<file path="src/rtl/port_serializer_if.sv">
// port_serializer_if: mesh-side data, config and completion signals of the serializer
interface port_serializer_if #(parameter int DATA_WIDTH = 16);
  logic                  port_active_out;
  logic [DATA_WIDTH-1:0] port_data_out;
  logic                  cfg_active;
  logic [DATA_WIDTH-1:0] cfg_data;
  logic                  port_active_in;
  logic [DATA_WIDTH-1:0] port_data_in;
  modport master (output port_active_out, port_data_out, cfg_active, cfg_data,
                  input  port_active_in, port_data_in);
  modport slave  (input  port_active_out, port_data_out, cfg_active, cfg_data,
                  output port_active_in, port_data_in);
endinterface

</file>
<file path="src/rtl/port_serializer.sv">
// port_serializer: frames mesh words (start, LSB-first data, stop) onto a pin at a programmable bit period
module port_serializer #(
  parameter int DATA_WIDTH = 16,
  parameter int DIV_WIDTH  = 16
) (
  input  logic             clk,
  input  logic             rst_n,
  port_serializer_if.slave bus,
  output logic             pin_out
);
  localparam int BW = DATA_WIDTH > 1 ? $clog2(DATA_WIDTH) : 1;
  typedef enum logic [1:0] {IDLE, START, DATA, STOP} state_t;
  state_t                state_q, state_d;
  logic [DIV_WIDTH-1:0]  div_q, div_d, timer_q, timer_d;
  logic [DATA_WIDTH-1:0] hold_q, hold_d, shift_q, shift_d, stat_q, stat_d;
  logic [DATA_WIDTH-3:0] cnt_q, cnt_d;
  logic [BW-1:0]         bit_q, bit_d;
  logic                  hold_full_q, hold_full_d, ovf_q, ovf_d, pin_q, pin_d, act_q, act_d;
  logic                  tick, last, load, done, accept;
  // next-state: bit timer, framing FSM, holding buffer and status
  always_comb begin
    tick        = timer_q == '0;
    last        = bit_q == BW'(DATA_WIDTH - 1);
    done        = state_q == STOP && tick;
    load        = hold_full_q && (state_q == IDLE || done);
    accept      = bus.port_active_out && (!hold_full_q || load);
    state_d     = state_q == IDLE  ? (hold_full_q ? START : IDLE) :
                  state_q == START ? (tick ? DATA : START) :
                  state_q == DATA  ? (tick && last ? STOP : DATA) :
                                     (tick ? (hold_full_q ? START : IDLE) : STOP);
    timer_d     = (state_q == IDLE || tick) ? div_q : timer_q - 1'b1;
    bit_d       = state_q == START ? '0 : (state_q == DATA && tick) ? bit_q + 1'b1 : bit_q;
    shift_d     = load ? hold_q : (state_q == DATA && tick) ? shift_q >> 1 : shift_q;
    hold_d      = accept ? bus.port_data_out : hold_q;
    hold_full_d = accept ? 1'b1 : load ? 1'b0 : hold_full_q;
    ovf_d       = (bus.port_active_out && !accept) ? 1'b1 : bus.cfg_active ? 1'b0 : ovf_q;
    div_d       = bus.cfg_active ? bus.cfg_data[DIV_WIDTH-1:0] : div_q;
    cnt_d       = done ? cnt_q + 1'b1 : cnt_q;
    act_d       = done;
    stat_d      = done ? {ovf_d, hold_full_d, cnt_d} : stat_q;
    pin_d       = state_d == START ? 1'b0 : state_d == DATA ? shift_d[0] : 1'b1;
  end
  // state and registered outputs; reset abandons any frame in flight
  always_ff @(posedge clk or negedge rst_n) begin
    if (!rst_n) begin
      state_q     <= IDLE;
      div_q       <= '0;
      timer_q     <= '0;
      hold_q      <= '0;
      hold_full_q <= 1'b0;
      shift_q     <= '0;
      bit_q       <= '0;
      cnt_q       <= '0;
      ovf_q       <= 1'b0;
      pin_q       <= 1'b1;
      act_q       <= 1'b0;
      stat_q      <= '0;
    end else begin
      state_q     <= state_d;
      div_q       <= div_d;
      timer_q     <= timer_d;
      hold_q      <= hold_d;
      hold_full_q <= hold_full_d;
      shift_q     <= shift_d;
      bit_q       <= bit_d;
      cnt_q       <= cnt_d;
      ovf_q       <= ovf_d;
      pin_q       <= pin_d;
      act_q       <= act_d;
      stat_q      <= stat_d;
    end
  end
  assign pin_out            = pin_q;
  assign bus.port_active_in = act_q;
  assign bus.port_data_in   = stat_q;
endmodule

</file>
<file path="src/flat_wrapper.sv">
// flat-port wrapper written by rule: the top's interface ports become plain ports
module port_serializer_flat 
#(
  parameter int DATA_WIDTH = 16,
  parameter int DIV_WIDTH  = 16
)
  (clk, rst_n, pin_out, bus_port_active_out, bus_port_data_out, bus_cfg_active, bus_cfg_data, bus_port_active_in, bus_port_data_in);
  port_serializer_if #(.DATA_WIDTH(DATA_WIDTH)) bus_i ();
  input  logic clk;
  input  logic rst_n;
  output logic pin_out;
  input wire logic [$bits(bus_i.port_active_out)-1:0] bus_port_active_out;
  input wire logic [$bits(bus_i.port_data_out)-1:0] bus_port_data_out;
  input wire logic [$bits(bus_i.cfg_active)-1:0] bus_cfg_active;
  input wire logic [$bits(bus_i.cfg_data)-1:0] bus_cfg_data;
  output wire logic [$bits(bus_i.port_active_in)-1:0] bus_port_active_in;
  output wire logic [$bits(bus_i.port_data_in)-1:0] bus_port_data_in;
  assign bus_i.port_active_out = bus_port_active_out;
  assign bus_i.port_data_out = bus_port_data_out;
  assign bus_i.cfg_active = bus_cfg_active;
  assign bus_i.cfg_data = bus_cfg_data;
  assign bus_port_active_in = bus_i.port_active_in;
  assign bus_port_data_in = bus_i.port_data_in;
  port_serializer #(.DATA_WIDTH(DATA_WIDTH), .DIV_WIDTH(DIV_WIDTH)) u_core (.clk(clk), .rst_n(rst_n), .bus(bus_i), .pin_out(pin_out));
endmodule
</file>
<file path="config.mk">
export PLATFORM = sky130hd
export DESIGN_NAME = port_serializer_flat
export DESIGN_NICKNAME = d
export VERILOG_FILES = /design/src/rtl/port_serializer_if.sv /design/src/rtl/port_serializer.sv /design/src/flat_wrapper.sv
export SDC_FILE = /design/constraint.sdc
export NUM_CORES = 1
export LEC_CHECK = 0
export ABC_AREA = 1
export BUFFER_PORTS_ARGS = -buffer_cell sky130_fd_sc_hd__buf_2
export CAP_MARGIN = 20
export CORE_MARGIN = 10
export CORE_UTILIZATION = 37
export DETAILED_ROUTE_END_ITERATION = 12
export GPL_ROUTABILITY_DRIVEN = 0
export PLACE_DENSITY = 0.57
export SETUP_SLACK_MARGIN = 0.1
export SKIP_CTS_REPAIR_TIMING = 1
export SYNTH_ARGS = -nofsm -noshare
export SYNTH_HDL_FRONTEND = slang
export SYNTH_SLANG_ARGS = --single-unit
export TNS_END_PERCENT = 30
</file>
<file path="constraint.sdc">
create_clock -name clk -period 1.6 [get_ports clk]
set_input_delay 0.32 -clock clk [delete_from_list [all_inputs] [get_ports clk]]
set_output_delay 0.32 -clock clk [all_outputs]
set_load 0.05 [all_outputs]
</file>
**Word level (Yosys, flattened, before mapping)**

Cells that the tools add are included.

- Bits in registers: 104
- Bits of input ports: 36
- Output and inout port bits: 18
- Logic and storage cells: 56

- Add/subtract/negate cells: 3
- Eq/ne operators: 6
- Mux-type cells: 19
- Reductions and logical operators: 15

Operator list:

| cell | number |
|---|---|
| $mux 16 | 3 |
| $logic_not 16->1 | 1 |
| $sub 16x1->16 const B | 1 |
| $add 14x1->14 const B | 1 |
| $mux 14 | 1 |
| $mux 2 | 5 |
| $mux 1 | 8 |
| $mux 4 | 2 |
| $eq 2x2->1 const B | 3 |
| $logic_and 1x1->1 | 6 |
| $add 4x1->4 const B | 1 |
| $eq 2x1->1 const B | 2 |
| $eq 4x4->1 const B | 1 |
| $reduce_bool 2->1 | 2 |
| $logic_or 1x1->1 | 3 |
| $logic_not 1->1 | 2 |
| $logic_not 2->1 | 1 |

**Logic depth before layout (Yosys ltp)**

- Depth in word-level cells: 9
- Mapped depth: 11
- Mapped depth without buffers: 11

**Least setup slack after synthesis**

Ideal clock, no wire load.

- Path type: flip-flop to flip-flop
- From: register u_core.timer_q[0]
- To: register u_core.shift_q[11]
- Library setup time: 138 ps
- Arrival: 1,543 ps
- Required time: 1,462 ps
- Path slack: -82 ps
- Cell stages (with the launch flop): 11
- Path buffers: 1
- Period minus slack after synthesis: 1,682 ps
- Cell sequence: dfrtp_1 inv_1 ha_1 nand2_4 nor2_8 nand3b_4 nand2_4 nand2_4 buf_6 nand3_1 o221ai_1

- Word-level cells in the longest chain between the ends: 5
- Elaborated cells on any way between the ends: 7
- Those cells by class: mux: 1; reduce/logical: 6

RTL lines:

| element | line | RTL |
|---|---|---|
| from (decl) | port_serializer.sv:14 | `logic [DIV_WIDTH-1:0] div_q, div_d, timer_q, timer_d;` |
| from (signal assigned) | port_serializer.sv:61 | `timer_q <= timer_d;` |
| $logic_not 16->1 * | port_serializer.sv:22 | `tick = timer_q == '0;` |
| $logic_and 1x1->1 | port_serializer.sv:24 | `done = state_q == STOP && tick;` |
| $logic_or 1x1->1 | port_serializer.sv:25 | `load = hold_full_q && (state_q == IDLE \|\| done);` |
| $logic_and 1x1->1 | port_serializer.sv:25 |  |
| $mux 16 or $reduce_bool 2->1 (tied branches) | - |  |
| to (signal assigned) | port_serializer.sv:64 | `shift_q <= shift_d;` |
| to (decl) | port_serializer.sv:15 | `logic [DATA_WIDTH-1:0] hold_q, hold_d, shift_q, shift_d, stat_q, stat_d;` |

Mark *: on every way between the ends. The rest lies on a longest branch, timed or not.
A chain may end at the register's enable or synchronous reset.

**Worst setup path after layout**

- From: register u_core.timer_q[1]
- To: register u_core.pin_q, in the netlist u_core.pin_out

- Elaborated cells on any way between the ends: 18
- Those cells by class: eq/ne: 2; mux: 10; reduce/logical: 6

RTL lines:

| element | line | RTL |
|---|---|---|
| $logic_not 16->1 * | port_serializer.sv:22 |  |
| $logic_and 1x1->1 | port_serializer.sv:24 |  |
| $logic_or 1x1->1 | port_serializer.sv:25 |  |
| $logic_and 1x1->1 | port_serializer.sv:25 |  |
| $mux 16 * | port_serializer.sv:33 | `shift_d = load ? hold_q : (state_q == DATA && tick) ? shift_q >> 1 : shift_q;` |
| via u_core.shift_d[0] | port_serializer.sv:15 |  |
| $mux 1 * (2 in a row) | port_serializer.sv:41 | `pin_d = state_d == START ? 1'b0 : state_d == DATA ? shift_d[0] : 1'b1;` |
| via u_core.pin_d | port_serializer.sv:18 | `logic hold_full_q, hold_full_d, ovf_q, ovf_d, pin_q, pin_d, act_q, act_d;` |
| to (signal assigned) | port_serializer.sv:68 | `pin_q <= pin_d;` |
| to (decl) | port_serializer.sv:18 |  |

Mark *: on every way through the listed nets, which the timed path passes. The rest lies on a longest branch. The select of a mux whose other input is x is not followed.

==> out/metrics.yaml <==
floorplan:
  row_count: 41
  coreArea_um2: 12700
  ios: 54
  die_w_um: 134
  start_util_pct: 37.9
  dieArea_um2: 17900
  die_h_um: 134
routing:
  drtAntennaViolNets: 0
  num_vias: 3747
  firstDrtPassIters: 4
  drt_iter0_drc: 163
  drc: 0
  wl_per_cell_um: 13.5
  wl_um: 10700
  viasPerCell: 4.70
place:
  dp_hpwl_um: 7630
  placement.io_buffers: 53
  post-place-cells: 774
  pre_cts_ws_ns: -0.0358
  placedInstanceArea_um2: 5530
critical_path:
  worstReg2RegStart: "u_core.timer_q[1]$_DFF_PN0_"
  setup.worst_path.class: "reg -> reg"
  arrival_ns: 1.90
  crit_required_ns: 1.88
  worst-r2r-cell-count: 11
  worstPathCellList: "inv_2, ha_4, nand2_4, nor2_8, nand3b_4, nand2_4, buf_4, nand3_1, nand2_1, nor2_1, nor2_1"
  reg2reg_to: "u_core.pin_out$_DFF_PN1_"
  cp-start-kind: "register"
  cp_top_family: "simple AND/OR/NAND/NOR gates"
  cp-end-kind: "register"
  rrSetupSlack_ns: -0.01
  cpMaxStageDelayCell: "dfrtp_1"
  path_buf_inv: 2
  critPathMaxFanout: 5
  cpPeakStageDelay_ns: 0.40
yosys:
  synth-seq-cells: 104
  ys.flop_type: "dfrtp_1"
  yosys-top-cells-area: "dfrtp_1, nand2_1, inv_1"
  syn_area_um2: 4800
  seq_area_frac_synth_pct: 54.3
  synth_nets: 567
  yosysTopAreaCell: "dfrtp_1"
  yosys.area.top_type_share_pct: 53.7
  synthDistinctLibCells: 40
  ys_warn_count: 0
  netlist_instances: 528
  async_reset_ff_share_pct: 100
  syn_avg_cell_area_um2: 9.09
  synth-edff-count: 0
global_routing:
  grt_max_degree: 37
  grt_pass1_vias: 3782
  grt_pass1_wl_um: 17900
  grt_use_total_pct: 12.2
  antenna_found_initial: 0
  grt_overflow: 0
finish:
  final_core_util_pct: 47.7
  num_antenna_cells: 0
  fin_cells: 797
  final_nets: 659
  fin_area_um2: 6050
  syn2layout_area_growth_pct: 26.0
  drive_gt1_share_pct: 28.8
timing:
  finalMaxSlewViolations: 0
  hold_violations: 0
  skew_ns: 0.00569
  rsz0062_at_grt: "yes"
  fmax_ghz: 0.621
  post-route-period-util_pct: 101
  tightest_slew_ns: 0.464
  fin_crit_ns: 1.61
  slew_headroom_pct: 69.0
  setup_viol: 3
  fin_ws_ns: -0.0112
clock_tree:
  cts.sinks: 104
  clk_pin_slew_ns: 0.07
  clock_latency_ns: 0.35
  tritoncts.num_buffers: 9
  cts-root-buf: "clkbuf_16"
  clock_path_buffers: 2
  cts_tree: "yes"
  htreeDepth: 3
worst_hold_path:
  hold_depth: 3
  min_to: "u_core.div_q[11]$_DFFE_PN0P_"
  hold_class: "in -> reg"
  min_from: "bus_cfg_data[11]"
power:
  ir_drop_v: 0.000482
  power.leakage_uw: 0.00305
  power_uw: 6610
  power_density_nw_per_um2: 1090
run_status:
  violations: "negative setup slack"
  outcome: "finished with violations"
job:
  maxCapViolCount: 0
==> worst register-to-register path: stages, from the launching register on <==
cell      delay (ns)
dfrtp_1         0.40
inv_2           0.08
ha_4            0.15
nand2_4         0.09
nor2_8          0.14
nand3b_4        0.13
nand2_4         0.11
buf_4           0.13
nand3_1         0.07
nand2_1         0.10
nor2_1          0.05
nor2_1          0.09
==> through the flow <==
stage	TNS, ns	hold slack (ns)
2_1_floorplan	0	0.0244
3_3_place_gp	-0.0154	0.251
3_5_place_dp	-0.127	0.254
4_1_cts	-0.351	-0.128
5_1_grt	-3.73	0.193
6_report	-0.0302	0.173
==> placed cells by master, fill, tap and decap left out, types with 11 or more instances in the layout <==
master / instances
inv_1: 62
buf_2: 52
dfrtp_1: 100
nor2_2: 15
nor2_1: 29
nand3_1: 41
o21ai_0: 35
xor2_1: 11
buf_4: 39
nand2_1: 113
==> power by group <==
part           internal [uW]  total, uW  switching [uW]
clock                   1200       2170             968
combinational            653       1310             654
sequential              2910       3130             219
==> cell usage after synthesis, types with 3 or more instances <==
cell type and count:
nand2_4 4, nand2_2 3, inv_1 65, xnor2_1 8, nor2_1 45, mux2_2 7
o21ai_0 37, nor2_4 3, xor2_1 11, a21oi_1 13, nand2_1 116, ha_1 3
nor3_1 6, dfrtp_1 103, clkbuf_1 5, nor2_2 3, buf_2 8, buf_6 4
o221ai_1 9, nand4_1 6, nand3_1 42, o211ai_1 3, a21oi_2 3
==> logic make-up after synthesis <==
group	Yosys count	synth area share (%)
and+or+nand+nor	236	22.8
DFF	104	54.3
buffers and inverters	84	7.41
AOI/OAI and AO/OA	74	9.47
xor gates and xnor gates	19	3.47
muxes	8	1.85
adders and majority gates	3	0.782
==> state kept, by name (all words and copies together) (netlist names) <==
signal	count
u_core.shift_q	16
u_core.bit_q	4
u_core.hold_full_q	1
u_core.pin_out	1
u_core.bus.port_active_in	1
u_core.ovf_q	1
u_core.hold_q	16
u_core.bus.port_data_in	16
u_core.state_q	2
u_core.div_q	16
u_core.timer_q	16
u_core.cnt_q	14
==> final cells by class <==
type                       count  area [um2]
clock inverter                 6        60.1
sequential                   104        2610
clock buffer                  10         229
fill                        1235        6630
tap                          172         215
multi-input combinational    342        2020
timing repair buffer          97         663
inverter                      66         253
==> worst max path at each step <==
stage | from | endpoint | slack [ns] | cells past startpoint
finish | u_core.timer_q[1]$_DFF_PN0_ | u_core.pin_out$_DFF_PN1_ | -0.01 | 11
global route | u_core.timer_q[1]$_DFF_PN0_ | u_core.cnt_q[8]$_DFF_PN0_ | -0.12 | 9
CTS | u_core.timer_q[3]$_DFF_PN0_ | u_core.pin_out$_DFF_PN1_ | -0.06 | 9
detailed placement | u_core.timer_q[3]$_DFF_PN0_ | u_core.pin_out$_DFF_PN1_ | -0.04 | 9
global placement | u_core.timer_q[9]$_DFF_PN0_ | u_core.pin_out$_DFF_PN1_ | -0.02 | 10
floorplan | u_core.timer_q[5]$_DFF_PN0_ | u_core.shift_q[11]$_DFFE_PN0P_ | 0.03 | 9
==> layer usage <==
layer,vias to the layer above,global-route usage (%),share of wire [%]
met2,50,20.0,49
li1,1888,-,-
met1,1798,14.9,47
met4,0,5.99,2.0
met5,-,0,0
met3,11,2.39,2.7
Note: power is estimated with default switching activity, not from simulation.
